[config.mk]
export PLATFORM = sky130hd
export DESIGN_NAME = i2c_target
export DESIGN_NICKNAME = d
export VERILOG_FILES = /design/src/rtl/i2c_target.sv
export SDC_FILE = /design/constraint.sdc
export NUM_CORES = 1
export LEC_CHECK = 0
export CAP_MARGIN = 5
export CORE_MARGIN = 3
export CORE_UTILIZATION = 47
export DETAILED_ROUTE_END_ITERATION = 8
export PLACE_DENSITY = 0.76
export SYNTH_ARGS = -nofsm -noshare
export SYNTH_HDL_FRONTEND = slang
export SYNTH_SLANG_ARGS = --single-unit
export TNS_END_PERCENT = 50
[constraint.sdc]
create_clock -name clk_i -period 4.27 [get_ports clk_i]
set_input_delay 0.854 -clock clk_i [delete_from_list [all_inputs] [get_ports clk_i]]
set_output_delay 0.854 -clock clk_i [all_outputs]
set_load 0.005 [all_outputs]
[src/rtl/i2c_target.sv]
// I2C target with a memory-mapped register port: 7-bit programmable address,
// up to 4 received bytes captured into RXD, up to 4 transmit bytes taken from TXD.
module i2c_target #(
   parameter int unsigned SYNC_STAGES = 2,
   parameter logic [6:0]  RST_ADDR    = 7'h42
) (
   input  logic        clk_i,
   input  logic        rst_ni,
   input  logic        write_i,
   input  logic [3:0]  data_be_i,
   input  logic [4:0]  addr_i,
   input  logic [31:0] wdata_i,
   output logic [31:0] rdata_o,
   input  logic        scl_i,
   input  logic        sda_i,
   output logic        sda_oe_o,
   output logic        irq_o
);

   typedef enum logic [2:0] {
      S_IDLE,
      S_ADDR,
      S_ADDR_ACK,
      S_RX,
      S_RX_ACK,
      S_TX,
      S_TX_ACK,
      S_WAIT_STOP
   } state_t;

   localparam logic [4:0] A_SAR = 5'h00;
   localparam logic [4:0] A_RXD = 5'h04;
   localparam logic [4:0] A_TXD = 5'h08;
   localparam logic [4:0] A_STA = 5'h0C;
   localparam logic [4:0] A_CTL = 5'h10;

   logic [SYNC_STAGES-1:0] scl_sync;
   logic [SYNC_STAGES-1:0] sda_sync;
   logic scl_s, sda_s, scl_q, sda_q;
   logic scl_rise, scl_fall, start_det, stop_det;

   logic [6:0]  sar;
   logic [1:0]  ctl;
   logic [31:0] txd;
   logic [31:0] rxd;
   logic [2:0]  rx_cnt;
   logic        rx_done, tx_done, ovf;
   logic        busy;
   logic [31:0] sta;

   state_t      state;
   logic [3:0]  bit_cnt;
   logic [6:0]  shift;
   logic [7:0]  byte_in;
   logic [1:0]  tx_idx;
   logic        rw;
   logic        ack_ph;
   logic        ack_drv;
   logic        wr_seen;

   // Synchronizers idle high so that a reset never fabricates a bus edge.
   always_ff @(posedge clk_i) begin
      if (!rst_ni) begin
         scl_sync <= '1;
         sda_sync <= '1;
         scl_q    <= 1'b1;
         sda_q    <= 1'b1;
      end else begin
         scl_sync <= {scl_sync[SYNC_STAGES-2:0], scl_i};
         sda_sync <= {sda_sync[SYNC_STAGES-2:0], sda_i};
         scl_q    <= scl_s;
         sda_q    <= sda_s;
      end
   end

   assign scl_s     = scl_sync[SYNC_STAGES-1];
   assign sda_s     = sda_sync[SYNC_STAGES-1];
   assign scl_rise  = scl_s & ~scl_q;
   assign scl_fall  = ~scl_s & scl_q;
   assign start_det = scl_s & scl_q & sda_q & ~sda_s;
   assign stop_det  = scl_s & scl_q & ~sda_q & sda_s;
   assign byte_in   = {shift, sda_s};

   assign busy  = (state != S_IDLE);
   assign sta   = {25'd0, ovf, busy, tx_done, rx_done, rx_cnt};
   assign irq_o = ctl[0] & ctl[1] & (rx_done | tx_done);

   // Firmware-only registers.
   always_ff @(posedge clk_i) begin
      if (!rst_ni) begin
         sar <= RST_ADDR;
         ctl <= 2'b00;
         txd <= 32'd0;
      end else if (write_i) begin
         if (addr_i == A_SAR && data_be_i[0]) sar <= wdata_i[6:0];
         if (addr_i == A_CTL && data_be_i[0]) ctl <= wdata_i[1:0];
         if (addr_i == A_TXD) begin
            for (int b = 0; b < 4; b++) begin
               if (data_be_i[b]) txd[8*b +: 8] <= wdata_i[8*b +: 8];
            end
         end
      end
   end

   // Bus FSM plus status/RX registers. W1C clears come first so a
   // hardware set later in the same cycle overrides them.
   always_ff @(posedge clk_i) begin
      if (!rst_ni) begin
         state    <= S_IDLE;
         bit_cnt  <= 4'd7;
         shift    <= 7'd0;
         tx_idx   <= 2'd0;
         rw       <= 1'b0;
         ack_ph   <= 1'b0;
         ack_drv  <= 1'b0;
         wr_seen  <= 1'b0;
         sda_oe_o <= 1'b0;
         rxd      <= 32'd0;
         rx_cnt   <= 3'd0;
         rx_done  <= 1'b0;
         tx_done  <= 1'b0;
         ovf      <= 1'b0;
      end else begin
         if (write_i && addr_i == A_STA && data_be_i[0]) begin
            if (wdata_i[3]) rx_done <= 1'b0;
            if (wdata_i[4]) tx_done <= 1'b0;
            if (wdata_i[6]) ovf     <= 1'b0;
         end

         if (start_det) begin
            state    <= S_ADDR;
            bit_cnt  <= 4'd7;
            sda_oe_o <= 1'b0;
         end else if (stop_det) begin
            state    <= S_IDLE;
            sda_oe_o <= 1'b0;
            wr_seen  <= 1'b0;
            if (wr_seen) rx_done <= 1'b1;
         end else begin
            case (state)
               S_ADDR: begin
                  if (scl_rise) begin
                     shift   <= byte_in[6:0];
                     bit_cnt <= bit_cnt - 4'd1;
                     if (bit_cnt == 4'd0) begin
                        if (byte_in[7:1] == sar && ctl[0]) begin
                           state  <= S_ADDR_ACK;
                           rw     <= byte_in[0];
                           ack_ph <= 1'b0;
                           if (!byte_in[0]) wr_seen <= 1'b1;
                        end else begin
                           state <= S_WAIT_STOP;
                        end
                     end
                  end
               end
               S_ADDR_ACK: begin
                  if (scl_fall) begin
                     if (!ack_ph) begin
                        sda_oe_o <= 1'b1;
                        ack_ph   <= 1'b1;
                     end else if (rw) begin
                        state    <= S_TX;
                        tx_idx   <= 2'd0;
                        bit_cnt  <= 4'd7;
                        sda_oe_o <= ~txd[7];
                     end else begin
                        state    <= S_RX;
                        rx_cnt   <= 3'd0;
                        bit_cnt  <= 4'd7;
                        sda_oe_o <= 1'b0;
                     end
                  end
               end
               S_RX: begin
                  if (scl_rise) begin
                     shift   <= byte_in[6:0];
                     bit_cnt <= bit_cnt - 4'd1;
                     if (bit_cnt == 4'd0) begin
                        state  <= S_RX_ACK;
                        ack_ph <= 1'b0;
                        if (rx_cnt < 3'd4) begin
                           rxd[{rx_cnt[1:0], 3'b000} +: 8] <= byte_in;
                           rx_cnt  <= rx_cnt + 3'd1;
                           ack_drv <= 1'b1;
                        end else begin
                           ovf     <= 1'b1;
                           ack_drv <= 1'b0;
                        end
                     end
                  end
               end
               S_RX_ACK: begin
                  if (scl_fall) begin
                     if (!ack_ph) begin
                        sda_oe_o <= ack_drv;
                        ack_ph   <= 1'b1;
                     end else begin
                        sda_oe_o <= 1'b0;
                        state    <= S_RX;
                        bit_cnt  <= 4'd7;
                     end
                  end
               end
               S_TX: begin
                  // bit_cnt underflows to 4'hF after the 8th rise, marking the byte end.
                  if (scl_rise) begin
                     bit_cnt <= bit_cnt - 4'd1;
                  end else if (scl_fall) begin
                     if (bit_cnt[3]) begin
                        sda_oe_o <= 1'b0;
                        state    <= S_TX_ACK;
                     end else begin
                        sda_oe_o <= ~txd[{tx_idx, bit_cnt[2:0]}];
                     end
                  end
               end
               S_TX_ACK: begin
                  if (scl_rise) begin
                     if (!sda_s) begin
                        tx_idx  <= tx_idx + 2'd1;
                        bit_cnt <= 4'd7;
                        state   <= S_TX;
                     end else begin
                        tx_done <= 1'b1;
                        state   <= S_WAIT_STOP;
                     end
                  end
               end
               default: ;
            endcase
         end
      end
   end

   always_ff @(posedge clk_i) begin
      if (!rst_ni) begin
         rdata_o <= 32'd0;
      end else begin
         case (addr_i)
            A_SAR:   rdata_o <= {25'd0, sar};
            A_RXD:   rdata_o <= rxd;
            A_TXD:   rdata_o <= txd;
            A_STA:   rdata_o <= sta;
            A_CTL:   rdata_o <= {30'd0, ctl};
            default: rdata_o <= 32'd0;
         endcase
      end
   end

endmodule

==> results.md, run 1 <==
- Relative slew slack: between 30% and 40%
- HP Class: reg -> reg
- DRT iter0 DRCs: just under 700
- Fin nets: about 780
- Wirelength per Cell: between 15 and 20 µm
- RSZ-0062 raised after global routing: false
- Root buf cell: clkbuf_16
- Compound-Gate Fraction of Synth Area: 15.2%
- Kind of critical path: in -> reg
- Detailed Route WL: ~16000 µm
- Io pins: 80
- DR pass1 iterations: 5
- Async S/R FF share, synth: 0%
- Final ANT Viol Nets: 0
- Fin. max-slew vios: 0
- Global-route usage over all layers: between 20% and 30%
- Initial antenna violation count: 0
- Worst-margin pin slew: 0.976 ns
- Yosys reg bits: roughly 140
- Adder-Cell Fraction of Synth Area: approximately 1.7%
- ANT cells: 0
- Area grow syn2layout: 24.2%
- Core Rows: 40
- Clk slew on worst S/H paths: about 0.060 ns
- Final Total Pwr: just over 3 mW
- Area of the mapped netlist: roughly 6000 µm²
- Synth Instances: 665
- YS warnings: 0
- Largest family of logic cells by synthesized area: simple AND/OR/NAND/NOR gates
- Status: finished clean
- Post-synthesis average cell area: between 9 and 10 µm²
- GR Overflow Total: 0
- Most frequent cells in the layout: dfxtp_1 (138), clkdlybuf4s50_1 (79), nor2_1 (77)
- Die height: 119 µm
- Die footprint: between 10000 and 15000 µm²
- Crit path DAT: around 3.3 ns
- Final hold slack: 0.419 ns
- Worst skew pair latency: approximately 0.42 ns
- Post-cts hold buffer count: 0
- EDFF count, synth: 0
- Setup crit end kind: flip-flop
- Detail Placement HPWL: roughly 11000 µm
- CTS Buf Count: 17
- Initial Utilization: 48.9%
- Residual DRC: 0
- Vias in the first global route: approximately 5100
- Die X: 119 µm
- Crit-path max FO: 14
- Critical Path Start Type: primary input
- Fin. Hold Viols: 0
- Setup violators final: 0
- Setup Buffers After CTS: 0
- Max Cap Viol: 0
- CTS tree: yes
- Via count: ~5200
- First-pass GRT wire length: 26400 µm
- Share of post-route cells with drive strength above 1: approximately 7.1%
- GPL Wtd Cong: 0.901
- PortBufs: between 70 and 80
- Leak: between 2 and 3 nW
- Most common cell after layout, fill and taps aside: dfxtp_1
- Yosys cell types: between 50 and 60
- Syn nets: 719
- Setup TNS: 0 ns
- Mux contribution to synthesized area: a little under an eighth
- Total core area: 12300 µm²
- Post-CTS resize count: 0
- Period utilization: 70.9%
- VDD IR-drop max: 0.000292 V
- Tmin final: about 3.0 ns
- CTS Sinks: roughly 140
- Part of the Yosys area used for sequential elements: between 40% and 50%
- H-tree depth: 4
- Maximum clock insertion buffer count: 2
- Power per cell area: ~420 nW/µm²
- Largest net degree at the start of global routing: between 50 and 60
- Ys flop type: dfxtp_1
- Post-synthesis simple-gate area fraction: 20.1%
- Vias/cell: roughly 5.8
- Upper clock frequency limit: ~330 MHz
- Layout Skew: ~0.012 ns
- Worst EP required: 4.55 ns
- XOR/XNOR Fraction of Synth Area: approximately 1.2%
## cell usage after synthesis, drive strengths merged, types with 5 or more instances
cell type  instances  area share (%)
nor2b              9            0.94
nor2              77             4.8
and3               5            0.52
inv               11            0.69
nor3b              5            0.63
xnor2              7             1.0
nor3               8            0.67
clkbuf            32             2.0
nand4              7            0.73
nand2             71             4.4
o21ai             14             1.2
nand3             39             3.3
ha                 8             1.7
a21oi             58             4.8
a22oi             25             3.1
and2               8            0.83
mux4              10             3.8
nand2b            10             1.0
a222oi             7             1.2
mux2i             46             7.7
dfxtp            138              46
buf               16             1.4
## worst max-delay path, stage by stage
cell and delay [ns]:
clkdlybuf4s50_1 0.50, nor3_1 0.36, and3b_1 0.63, nand3_1 0.58
mux2i_1 0.32, nor2_1 0.06
## power by group
group	switching [mW]	leakage [nW]	internal, mW
Combinational	0.156	1.34	0.125
Sequential	0.0658	1.11	1.30
Clock	0.566	0.280	0.878
Total	0.788	2.73	2.31
## final timing paths
check	from	to	slack (ns)	cells past startpoint
min reg2reg	sda_sync[0]$_SDFF_PN1_	sda_sync[1]$_SDFF_PN1_	0.42	1
max	addr_i[4]	txd[14]$_SDFFE_PN0P_	1.24	6
max reg2reg	bit_cnt[0]$_SDFFE_PP1P_	rxd[2]$_SDFFE_PN0P_	1.49	7
min	sda_sync[0]$_SDFF_PN1_	sda_sync[1]$_SDFF_PN1_	0.42	1
## cells by family (layout without fill, tap and decap cells)
group,count (synthesis),after routing
flip-flops,138,138
buffers and inverters,59,129
multiplexers,58,58
AND/OR/NAND/NOR,255,255
XOR/XNOR,8,8
adder cells (fa/ha/maj),8,8
AO/OA/AOI/OAI,139,139
## per-layer routing
metal	routed length [µm]	share of wire (%)	track usage (%)
met2	7570	47	36.2
met4	326	2.0	8.25
met5	0	0	0
met1	7160	44	31.0
met3	1180	7.3	6.51
## area by class of cell
cell class	count	area (µm²)
well taps	168	210
multi-input cells	468	3000
repair buffers	86	856
inverters	11	41.3
clock inverters	13	141
flip-flops and latches	138	2760
clock buffers	19	443
fillers	1041	4810
## stage by stage
step / instance area [µm²] / setup slack [ns] / std cells / utilization, %
2_1_floorplan: 6000 / 1.96 / 665 / -
3_3_place_gp: 6870 / 1.08 / 871 / 56.0
6_report: 7450 / 1.24 / 903 / 60.8
3_5_place_dp: 6870 / 0.890 / 871 / 56.0
4_1_cts: 7450 / 1.28 / 903 / 60.8
5_1_grt: 7450 / 1.11 / 903 / 60.8
## state kept, by name, indices dropped and copies added (netlist names)
register and count:
scl_sync 2, rdata_o 32, sar 7, rx_cnt 3, shift 7, wr_seen 1, tx_idx 2, scl_q 1
txd 32, bit_cnt 4, ctl 2, ack_ph 1, state 3, rw 1, sda_q 1, rx_done 1
rxd 32, ack_drv 1, ovf 1, sda_oe_o 1, tx_done 1, sda_sync 2
Note: power is estimated with default switching activity, not from simulation.
==> inputs of run 2 (changes only) <==
PLACE_DENSITY = 0.79   (was 0.76)
clock period = 2.65 ns   (was 4.27 ns; I/O delays follow)
==> results.md, run 2 (synthesis gave the netlist of run 1 again) <==
- Area grow syn2layout: 29.0% (was 24.2%)
- Total of fill cells in the finished design: 1009 (was 1041)
- CTS tree: yes (unchanged)
- Vias in the first global route: 5451 (was 5099)
- Global-route usage over all layers: 24.5% (was 23.3%)
- Kind of critical path: reg -> reg (was in -> reg)
- Detail Placement HPWL: 12000 µm (was 11200 µm)
- Largest net degree at the start of global routing: 25 (was 55)
- HP Class: reg -> reg (unchanged)
- CP max stage cell: dfxtp_1 (was and3b_1)
- Setup violators final: 0 (unchanged)
- GPL Wtd Cong: 0.956 (was 0.901)
- Combinational share of power: 10.1% (was 9.1%)
- DR pass1 iterations: 6 (was 5)
- Post-route cell area: 7740 µm² (was 7450 µm²)
- Worst-margin pin slew: 0.822 ns (was 0.976 ns)
- Vias/cell: 5.87 (was 5.78)
- Setup crit end kind: flip-flop (unchanged)
- H-tree depth: 4 (unchanged)
- PortBufs: 79 (unchanged)
- Power per cell area: 691 nW/µm² (was 415 nW/µm²)
- Clk slew on worst S/H paths: 0.06 ns (about the same)
- CTS Sinks: 138 (unchanged)
- Die X: 119 µm (unchanged)
- Placed instance area: 7080 µm² (was 6870 µm²)
- Final ANT Viol Nets: 0 (unchanged)
- Fin nets: 797 (was 776)
- Layout Skew: 0.0103 ns (was 0.0119 ns)
- Die height: 119 µm (unchanged)
- Initial antenna violation count: 0 (unchanged)
- Post-cts hold buffer count: 0 (unchanged)
- Leak: 2.90 nW (was 2.73 nW)
- Crit-path max FO: 7 (was 14)
- Core Rows: 40 (unchanged)
- PnR worst setup slack: 0.238 ns (was 1.24 ns)
- Via count: 5424 (was 5215)
- Total core area: 12300 µm² (unchanged)
- Clock group share of total power: 49.2% (was 46.7%)
- First-pass GRT wire length: 27700 µm (was 26400 µm)
- Psw: 1.31 mW (was 0.788 mW)
- Part of the power in registers: 40.7% (was 44.3%)
- Most common cell after layout, fill and taps aside: dfxtp_1 (unchanged)
- Detailed Route WL: 17200 µm (was 16200 µm)
- Worst EP required: 2.97 ns (was 4.55 ns)
- Global Route met2 Usage: 39.5% (was 36.2%)
- Relative slew slack: 45.2% (was 34.8%)
- Period utilization: 91.0%
- Io pins: 80 (unchanged)
- GR met1 Demand/Resource: 31.5% (was 31.0%)
- GR Overflow Total: 0 (unchanged)
- Upper clock frequency limit: between 400 and 500 MHz
- Worst-path cell chain: buf_12, mux4_2, mux4_2, mux2i_1, nand4_1, o41ai_1 (was clkdlybuf4s50_1, nor3_1, and3b_1, nand3_1, mux2i_1, nor2_1)
- Initial Utilization: 48.9% (unchanged)
- Share of post-route cells with drive strength above 1: 9.92% (was 7.07%)
- Most frequent cells in the layout: dfxtp_1 (138), clkdlybuf4s50_1 (79), nor2_1 (77) (unchanged)
- Crit path DAT: 2.74 ns (was 3.31 ns)
- Die footprint: 14200 µm² (unchanged)
- Worst skew pair latency: 0.43 ns (was 0.42 ns)
- Residual DRC: 0 (unchanged)
- Final Total Pwr: 5.35 mW (was 3.09 mW)
- Max Cap Viol: 0 (unchanged)
- Most frequent cell on the critical path: mux4_2
- Switching Fraction: 24.6% (was 25.5%)
- Cell Int Power: 4.03 mW (was 2.31 mW)
- CTS Buf Count: 17 (unchanged)
- Regs by FF count: rdata_o x32, rxd x32, txd x32 (unchanged)
- Area of the multi-input gates: 3000 µm² (about the same)
- GRT met3 Usage: 5.98% (was 6.51%)
- Status: finished clean (unchanged)
- FF/Latch Area: 2760 µm² (unchanged)
- Setup TNS: 0 ns (unchanged)
- Root buf cell: clkbuf_16 (unchanged)
- Setup Slack @ Placement: 0.0906 ns (was 0.890 ns)
- ANT cells: 0 (unchanged)
- RSZ-0062 raised after global routing: false (unchanged)
- DRT iter0 DRCs: 743 (was 693)
- Most used routing layer: met2 (unchanged)
- CP peak stage delay: 0.64 ns (was 0.63 ns)
- Critical Path Start Type: flip-flop (was primary input)
- VDD IR-drop max: 0.000462 V (was 0.000292 V)
- Tmin final: 2.41 ns
- Fin. Hold Viols: 0 (unchanged)
- Maximum clock insertion buffer count: 2 (unchanged)
- Wirelength per Cell: 18.6 µm (was 18.0 µm)
- Fin. max-slew vios: 0 (unchanged)
[run 2: changes by cell type in the layout (fill, tap and decap cells not counted), sizes merged]
cell | previous run | this run
clkinvlp | 3 | 2
clkinv | 5 | 1
inv | 14 | 15
clkbuf | 19 | 21
bufinv | 2 | 4
buf | 7 | 28
[run 2: final timing paths]
| check | startpoint | end | slack (ns) | cells after the start |
|---|---|---|---|---|
| setup / recovery | bit_cnt[0]$_SDFFE_PP1P_ | sda_oe_o$_SDFFE_PP0P_ | 0.24 | 6 |
| hold / removal | scl_sync[0]$_SDFF_PN1_ | scl_sync[1]$_SDFF_PN1_ | 0.41 | 1 |
| setup reg to reg | bit_cnt[0]$_SDFFE_PP1P_ | sda_oe_o$_SDFFE_PP0P_ | 0.24 | 6 |
| hold reg to reg | scl_sync[0]$_SDFF_PN1_ | scl_sync[1]$_SDFF_PN1_ | 0.41 | 1 |
[run 2: worst max-delay path: cells and delay by family (launching register included)]
kind                   cells  cell delay (ns)
muxes                      3             1.27
buffers and inverters      1             0.20
DFF                        1             0.64
AOI/OAI and AO/OA          1             0.07
and+or+nand+nor            1             0.12
[run 2: power by group through the flow]
stage	clock, mW	sequential (mW)	combinational [mW]
after global placement	0	2.22	0.512
after floorplan	0	2.16	0.360
after CTS	2.64	2.17	0.530
after detailed placement	0	2.22	0.523
final	2.63	2.18	0.539
after global routing	2.73	2.18	0.588
[run 2: final cells by class]
cell class              instances  area share (%)
clock buffers                  21            6.20
well taps                     168            2.71
flip-flops and latches        138            35.7
repair buffers                107            13.7
inverters                      11           0.533
clock inverters                11            2.34
multi-input cells             468            38.8
[run 2: stage by stage]
stage / instances / util, % / hold slack (ns)
6_report: 924 / 63.2 / 0.405
4_1_cts: 924 / 63.1 / 0.405
5_1_grt: 924 / 63.2 / 0.422
3_5_place_dp: 892 / 57.7 / 0.403
3_3_place_gp: 892 / 57.7 / 0.388
2_1_floorplan: 665 / - / 0.386
[run 2: what timing repair did]
item / 4_1_cts / 5_1_grt
setup buffers: 0 / 0
gates resized for setup: 0 / 1
setup endpoints to repair: 0 / 1
[run 2: routing by layer]
layer,routed length (µm),part of all wire [%]
met3,1340,7.8
met2,8080,47
met5,0,0
met1,7280,42
met4,465,2.7
==> inputs of run 3 (changes only) <==
CORE_UTILIZATION = 57   (was 47)
DONT_BUFFER_PORTS = 1   (was default)
GPL_ROUTABILITY_DRIVEN = 0   (was default)
PLACE_DENSITY = 0.81   (was 0.79)
==> results.md, run 3 (synthesis gave the netlist of run 1 again) <==
- Status: finished clean (unchanged)
- Vias/cell: 6.46 (was 5.87)
- Setup crit end kind: flip-flop (unchanged)
- Min-Delay Startpoint: rst_ni (was scl_sync[0]$_SDFF_PN1_)
- DRT iter0 DRCs: 730 (was 743)
- Crit path DAT: 2.93 ns (was 2.74 ns)
- Total core area: 10000 µm² (was 12300 µm²)
- FF/Latch Area: 2760 µm² (about the same)
- Final hold slack: 0.0625 ns (was 0.405 ns)
- Fin. Hold Viols: 0 (unchanged)
- Fin nets: 712 (was 797)
- Worst skew pair latency: 0.53 ns (was 0.43 ns)
- Hold EP: sar[1]$_SDFFE_PN1P_ (was scl_sync[1]$_SDFF_PN1_)
- Upper clock frequency limit: 403 MHz (was 415 MHz)
- Area of the multi-input gates: 3000 µm² (unchanged)
- HP Class: in -> reg (was reg -> reg)
- Kind of critical path: reg -> reg (unchanged)
- Post-cts hold buffer count: 0 (unchanged)
- Setup violators final: 0 (unchanged)
- Worst EP required: 3.10 ns (was 2.97 ns)
- Detail Placement HPWL: 11100 µm (was 12000 µm)
- Crit. Startpoint: state[2]$_SDFFE_PP0P_ (was bit_cnt[0]$_SDFFE_PP1P_)
- ANT cells: 0 (unchanged)
- Fin. max-slew vios: 0 (unchanged)
- First-pass GRT wire length: 25900 µm (was 27700 µm)
- Global-route usage over all layers: 28.7% (was 24.5%)
- Share of post-route cells with drive strength above 1: 10.3% (was 9.92%)
- Power per cell area: 741 nW/µm² (was 691 nW/µm²)
- Root buf cell: clkbuf_8 (was clkbuf_16)
- PortBufs: 0 (was 79)
- Largest net degree at the start of global routing: 37 (was 25)
- H-tree depth: 4 (unchanged)
- Leak: 2.51 nW (was 2.90 nW)
- CTS Sinks: 138 (unchanged)
- Crit-path max FO: 26 (was 7)
- Area grow syn2layout: 12.3% (was 29.0%)
- Post-Route Utilization: 67.4% (was 63.2%)
- Worst-margin pin slew: 0.824 ns (was 0.822 ns)
- Reg2reg start: state[2]$_SDFFE_PP0P_ (was bit_cnt[0]$_SDFFE_PP1P_)
- Total of fill cells in the finished design: 797 (was 1009)
- R2R Setup Slk: 0.17 ns (was 0.24 ns)
- Vias in the first global route: 5089 (was 5451)
- FF-to-FF path depth: 5 (was 6)
- Die height: 109 µm (was 119 µm)
- Hold depth: 1 (unchanged)
- Relative slew slack: 45.0% (was 45.2%)
- Placed instance area: 6130 µm² (was 7080 µm²)
- Max Cap Viol: 0 (unchanged)
- Setup Buffers After CTS: 0 (unchanged)
- Tmin final: 2.48 ns (was 2.41 ns)
- Via count: 5190 (was 5424)
- Post-route cell area: 6740 µm² (was 7740 µm²)
- Die X: 109 µm (was 119 µm)
- Final Total Pwr: 5.00 mW (was 5.35 mW)
- CTS tree: yes (unchanged)
- Initial antenna violation count: 0 (unchanged)
- GR Overflow Total: 0 (unchanged)
- Regs by FF count: rdata_o x32, rxd x32, txd x32 (unchanged)
- Period utilization: 93.6% (was 91.0%)
- CTS Buf Count: 17 (unchanged)
- Wirelength per Cell: 20.4 µm (was 18.6 µm)
- Most common cell after layout, fill and taps aside: dfxtp_1 (unchanged)
- Setup TNS: 0 ns (unchanged)
- DR pass1 iterations: 6 (unchanged)
- Layout Skew: 0.00581 ns (was 0.0103 ns)
- Most frequent cells in the layout: dfxtp_1 (137), nor2_1 (77), nand2_1 (71) (was dfxtp_1 (138), clkdlybuf4s50_1 (79), nor2_1 (77))
- Io pins: 80 (unchanged)
- Residual DRC: 0 (unchanged)
- Initial Utilization: 60.0% (was 48.9%)
- Maximum clock insertion buffer count: 2 (unchanged)
- R2r endpoint: rxd[18]$_SDFFE_PN0P_ (was sda_oe_o$_SDFFE_PP0P_)
- Die footprint: 11800 µm² (was 14200 µm²)
- Final ANT Viol Nets: 0 (unchanged)
- Detailed Route WL: 16400 µm (was 17200 µm)
- VDD IR-drop max: 0.000666 V (was 0.000462 V)
- Core Rows: 36 (was 40)
- Critical Path Start Type: flip-flop (unchanged)
- Clk slew on worst S/H paths: 0.06 ns (about the same)
- RSZ-0062 raised after global routing: false (unchanged)
-- run 3: changes by cell type in the layout (fill, tap and decap cells not counted), sizes merged, moves of 2 or more --
cell / change
buf: -6
clkbuf: -2
clkinv: +3
inv: -2
clkinvlp: +2
clkdlybuf4s50: -79
-- run 3: worst max-delay path by stage --
stage	endpoint	cells after the start
after floorplan	sar[1]$_SDFFE_PN1P_	6
after global placement	sda_oe_o$_SDFFE_PP0P_	6
after detailed placement	sda_oe_o$_SDFFE_PP0P_	6
after CTS	sda_oe_o$_SDFFE_PP0P_	6
after global routing	rxd[24]$_SDFFE_PN0P_	5
final	rxd[18]$_SDFFE_PN0P_	5
-- run 3: layout make-up --
cell class / instances / area share [%]
multi-input cells: 468 / 44.6
clock buffers: 19 / 6.40
repair buffers: 22 / 2.45
well taps: 133 / 2.47
inverters: 11 / 0.612
clock inverters: 13 / 2.51
flip-flops and latches: 138 / 41.0
-- run 3: worst max-delay path: stages, from the launching register on --
cell	delay (ns)
dfxtp_1	0.57
nor4bb_1	0.65
and4b_1	0.51
and2_1	0.34
nand3_1	0.14
a21oi_1	0.19
-- run 3: repair_timing --
| action | CTS | global route |
|---|---|---|
| resized for setup | 0 | 2 |
| setup endpoints to repair | 0 | 33 |
| hold endpoints to repair | 0 | 0 |
-- run 3: routing by layer --
| metal | up-vias | global-route usage [%] | share of wire, % |
|---|---|---|---|
| met5 | - | 0 | 0 |
| met3 | 45 | 8.88 | 11 |
| met4 | 0 | 10.1 | 2.8 |
| met2 | 329 | 46.3 | 47 |
| met1 | 2460 | 36.5 | 39 |
| li1 | 2356 | - | - |
-- run 3: through the flow --
stage | std cells | setup slack (ns)
3_3_place_gp | 772 | 0.157
2_1_floorplan | 665 | 0.668
4_1_cts | 804 | 0.125
6_report | 804 | 0.170
3_5_place_dp | 772 | 0.132
5_1_grt | 804 | 0.0672
-- run 3: power breakdown --
group,switching (mW),internal [mW],total (mW)
logic,0.281,0.160,0.441
clock network,0.926,1.47,2.39
registers,0.0618,2.10,2.16
total,1.27,3.73,5.00
